File: src/rtl/lfsr_sched.sv
// Shared-LFSR scheduler: a round-robin arbiter that lends one shift-left LFSR engine to NREQ
// requesters, runs each granted job for its step count and returns the final state.
module lfsr_sched #(
    parameter int unsigned     WIDTH = 4,
    parameter logic [WIDTH-1:0] TAPS = 4'b1100,
    parameter int unsigned     NREQ  = 2,
    parameter int unsigned     CNTW  = 8,
    parameter int unsigned     IDW   = (NREQ > 1) ? $clog2(NREQ) : 1
) (
    input  logic                 clk,
    input  logic                 rst,
    input  logic [NREQ-1:0]      req,
    input  logic [NREQ*WIDTH-1:0] seed,
    input  logic [NREQ*CNTW-1:0] steps,
    output logic [NREQ-1:0]      gnt,
    output logic                 busy,
    output logic                 done,
    output logic [IDW-1:0]       done_id,
    output logic [WIDTH-1:0]     result
);

    typedef enum logic [1:0] {StIdle, StRun, StDone} state_e;

    state_e           state_q;
    logic [WIDTH-1:0] lfsr_q;
    logic [CNTW-1:0]  cnt_q;
    logic [IDW-1:0]   last_q;

    logic             pick_found;
    logic [IDW-1:0]   pick_id;
    logic [NREQ-1:0]  pick_onehot;
    logic [WIDTH-1:0] seed_sel;
    logic [WIDTH-1:0] seed_fixed;
    logic [CNTW-1:0]  steps_sel;
    logic [WIDTH-1:0] lfsr_next;

    function automatic logic [IDW-1:0] rr_index(input logic [IDW-1:0] base, input int unsigned k);
        int unsigned idx;
        idx = (32'(base) + 32'd1 + k) % NREQ;
        return idx[IDW-1:0];
    endfunction

    // First requesting index at or after last+1, wrapping, so nobody starves.
    always_comb begin
        pick_found  = 1'b0;
        pick_id     = '0;
        pick_onehot = '0;
        for (int unsigned k = 0; k < NREQ; k++) begin
            if (!pick_found && req[rr_index(last_q, k)]) begin
                pick_found = 1'b1;
                pick_id    = rr_index(last_q, k);
            end
        end
        pick_onehot[pick_id] = 1'b1;
        seed_sel   = seed[pick_id*WIDTH +: WIDTH];
        steps_sel  = steps[pick_id*CNTW +: CNTW];
        // All-zero is the lockup state; substitute 1 so the engine always advances.
        seed_fixed = (seed_sel == '0) ? WIDTH'(1) : seed_sel;
        lfsr_next  = {lfsr_q[WIDTH-2:0], ^(lfsr_q & TAPS)};
    end

    always_ff @(posedge clk or negedge rst) begin
        if (!rst) begin
            state_q <= StIdle;
            gnt     <= '0;
            busy    <= 1'b0;
            done    <= 1'b0;
            done_id <= '0;
            result  <= '0;
            lfsr_q  <= '0;
            cnt_q   <= '0;
            last_q  <= IDW'(NREQ - 1);
        end else begin
            unique case (state_q)
                StIdle: begin
                    done <= 1'b0;
                    if (pick_found) begin
                        gnt     <= pick_onehot;
                        busy    <= 1'b1;
                        last_q  <= pick_id;
                        lfsr_q  <= seed_fixed;
                        cnt_q   <= steps_sel;
                        state_q <= StRun;
                    end
                end
                StRun: begin
                    if (cnt_q == '0) begin
                        result  <= lfsr_q;
                        done_id <= last_q;
                        done    <= 1'b1;
                        state_q <= StDone;
                    end else begin
                        lfsr_q <= lfsr_next;
                        cnt_q  <= cnt_q - 1'b1;
                    end
                end
                StDone: begin
                    done    <= 1'b0;
                    gnt     <= '0;
                    busy    <= 1'b0;
                    state_q <= StIdle;
                end
                default: state_q <= StIdle;
            endcase
        end
    end

endmodule
File: config.mk
export PLATFORM = sky130hd
export DESIGN_NAME = lfsr_sched
export DESIGN_NICKNAME = d
export VERILOG_FILES = /design/src/rtl/lfsr_sched.sv
export SDC_FILE = /design/constraint.sdc
export NUM_CORES = 1
export LEC_CHECK = 0
export ABC_AREA = 1
export CAP_MARGIN = 25
export CELL_PAD_IN_SITES_DETAIL_PLACEMENT = 1
export CELL_PAD_IN_SITES_GLOBAL_PLACEMENT = 1
export CORE_ASPECT_RATIO = 1.1
export CORE_MARGIN = 4
export CORE_UTILIZATION = 37
export DETAILED_ROUTE_END_ITERATION = 16
export PLACE_DENSITY = 0.81
export SYNTH_ARGS = -nofsm -noshare
export SYNTH_HDL_FRONTEND = slang
export SYNTH_SLANG_ARGS = --single-unit
export TNS_END_PERCENT = 1
File: constraint.sdc
create_clock -name clk -period 3.7 [get_ports clk]
set_input_delay 0.74 -clock clk [delete_from_list [all_inputs] [get_ports clk]]
set_output_delay 0.74 -clock clk [all_outputs]
set_load 0.02 [all_outputs]
==> impl_metrics.yaml <==
worst_setup_path:
  crit_path_start_kind: "input port"
  critPathMostFrequentCell: "nand2_1"
  cpMaxStageDelayCell: "clkdlybuf4s50_1"
  cp.arrival_ns: 2.18
  reg2regPathDepth: 7
  path_cells: "clkdlybuf4s50_1 -> nand2_1 -> nand2_2 -> inv_1 -> o21ai_0 -> o21ai_0 -> nand2_1 -> nand2_1"
  cp_slowest_stage_delay_ns: 0.48
  worstPathRequired_ns: 3.87
  crit_fanout: 15
  cp-end-kind: "flip-flop"
  path_class: "input port to flip-flop"
  rrSetupSlack_ns: 1.93
clock_tree:
  cts_max_level: 1
  post_cts_buffers: 0
  cts_resized: 0
  cts_root_buf: "clkbuf_8"
  cts_tree: "done"
  cts_sinks: 24
  clk_pin_slew_ns: 0.09
  cts_hold_buf: 0
  clk_latency_ns: 0.27
  cts_made_buffers: 3
  clockBufferDepth: 2
logic_synthesis:
  synth_area_leaders: "dfrtp_1, nand2_1, nand3_1, o21ai_0, inv_1"
  synth_edf_count: 0
  synth-main-ff-cell: "dfrtp_1"
  synth-seq-cells: 24
  syn_inst: 193
  synth_fp_nets: 223
  yosysUniqueCellTypes: 25
  synth_top_area_share: 0.399
  post_synth_most_frequent_cells: "nand2_1, nand3_1, dfrtp_1"
  yosysSeqAreaShare: 0.417
  async_flop_share: 1.00
  synth_area_um2: 1440
  yosysWarnings: 0
  syn-mean-instance-area_um2: 7.48
  synth_top_cell_by_area: "dfrtp_1"
  yosysMostFrequentCell: "nand2_1"
final_layout:
  synthToLayoutAreaGrowth_pct: 33.4
  multiInputGateArea_um2: 729
  fillers: 472
  diodes: 0
  final_area_um2: 1930
  seqCellArea_um2: 602
  final_nets: 261
  drive_gt1_frac: 0.100
hold_path:
  hold_class: "flip-flop to flip-flop"
  hold_depth: 2
timing:
  finalHoldViolations: 0
  setup_slack_ns: 1.69
  worst_pin_slew_ns: 0.587
  finalCritPeriodShare: 0.544
  max_freq_mhz: 496
  final.min_clock_period_ns: 2.01
  finalSetupViolations: 0
  slew_headroom: 0.608
  slew_viol_final: 0
  grt_setup_unrepaired: "false"
  tns_ns: 0
  fin_skew_ns: 0.00235
die:
  initial_utilization: 0.389
  core_um2: 3710
  io_pins: 37
  num_rows: 23
  die_w_um: 67.6
  die_area_um2: 4970
  die_height_um: 73.5
routing:
  dr.pass1.iters: 4
  drtIter0Drc: 55
  drc: 0
  ant_nets: 0
  post_drt_via_cell_ratio: 5.13
  drt-total-wl_um: 4200
  routedWlPerCell_um: 15.0
  num_vias: 1435
placement:
  io_buffers: 36
  dpl-instance-area_um2: 1870
  gp_congestion: 0.836
  post-place-ws_ns: 1.38
  dp_hpwl_um: 3280
power_and_ir_drop:
  power_density_nw_per_um2: 258
  max-vdd-ir-drop_v: 0.000156
  p_leak_nw: 0.937
global_routing:
  grt.busiest_layer: "met2"
  grt_pass1_vias: 1610
  grt_max_degree: 19
  met2_usage: 0.359
  globalRouteOverflowTotal: 0
  grt_use_total: 0.196
  use_met3: 0.0306
  antenna_found_initial: 0
  grt_use_met1: 0.232
  grt_pass1_wl_um: 7470
run:
  cap_violations: 0
outcome:
  outcome: "finished, final reports clean"
-- report_power, final --
part           leakage, nW  internal (W)  switching (W)
Clock               0.0288     0.0000952      0.0000909
Combinational        0.598     0.0000311      0.0000185
Sequential           0.311      0.000262              0
Total                0.937      0.000388       0.000109
-- critical path, delay by kind of cell --
| family | cells | cell delay, ns |
|---|---|---|
| buffers and inverters | 2 | 0.65 |
| AND/OR/NAND/NOR | 4 | 0.52 |
| AO/OA/AOI/OAI | 2 | 0.26 |
-- path summary, 6_finish.rpt --
kind,startpoint,end
worst min register to register,done$_DFFE_PN0P_,done$_DFFE_PN0P_
worst min-delay path,done$_DFFE_PN0P_,done$_DFFE_PN0P_
worst max-delay path,req[0],cnt_q[0]$_DFFE_PN0P_
min in group asynchronous,rst,gnt[1]$_DFFE_PN0P_
worst max register to register,cnt_q[0]$_DFFE_PN0P_,lfsr_q[1]$_DFFE_PN0P_
max in group asynchronous,rst,lfsr_q[0]$_DFFE_PN0P_
-- cells in the final DEF (no fill, tap or decap) --
| master | n |
|---|---|
| nand2_1 | 54 |
| clkdlybuf4s50_1 | 36 |
| nand3_1 | 30 |
| dfrtp_1 | 23 |
| inv_1 | 21 |
| o21ai_0 | 16 |
| nor2_1 | 12 |
| a21oi_1 | 8 |
| o21ai_2 | 4 |
| clkbuf_8 | 4 |
| nand2_2 | 3 |
| nand2_4 | 2 |
| nand3_2 | 2 |
| o211ai_1 | 2 |
| ha_1 | 2 |
| nor2_4 | 1 |
| inv_2 | 1 |
| o21ai_4 | 1 |
| o21ai_1 | 1 |
| or2_4 | 1 |
| nor2_8 | 1 |
| a21boi_0 | 1 |
| o22ai_1 | 1 |
| dfstp_2 | 1 |
| buf_16 | 1 |
| buf_4 | 1 |
-- final cells by class --
cell class | count | area share
sequential | 24 | 0.312
tap | 50 | 0.0325
inverter | 22 | 0.0429
multi-input combinational | 142 | 0.379
timing repair buffer | 38 | 0.205
clock buffer | 4 | 0.0286
-- registers in the layout, summed over array words and instances (netlist names) --
signal	cells
cnt_q	8
gnt	2
done_id	1
result	4
done	1
lfsr_q	4
busy	1
state_q	2
last_q	1
-- kinds of logic after synthesis --
group / after synthesis / share of synthesized area
AOI/OAI and AO/OA: 34 / 0.142
buffers and inverters: 27 / 0.0780
and+or+nand+nor: 106 / 0.346
DFF: 24 / 0.417
adders and majority gates: 2 / 0.0173
-- stage by stage --
| step | hold slack [ns] | cells | total power (W) | util |
|---|---|---|---|---|
| final | 0.499 | 280 | 0.000498 | 0.519 |
| after CTS | 0.513 | 280 | 0.000502 | 0.519 |
| after global routing | 0.541 | 280 | 0.000520 | 0.519 |
| after global placement | 0.470 | 275 | 0.000313 | 0.497 |
| after detailed placement | 0.488 | 276 | 0.000318 | 0.504 |
| after floorplan | 0.444 | 193 | 0.000277 | - |
-- per-layer routing --
| metal | part of all wire | vias up |
|---|---|---|
| met4 | 0.0029 | 0 |
| met1 | 0.42 | 709 |
| li1 | - | 702 |
| met5 | 0 | - |
| met3 | 0.026 | 2 |
| met2 | 0.55 | 22 |
(Power assumes the default switching activity.)
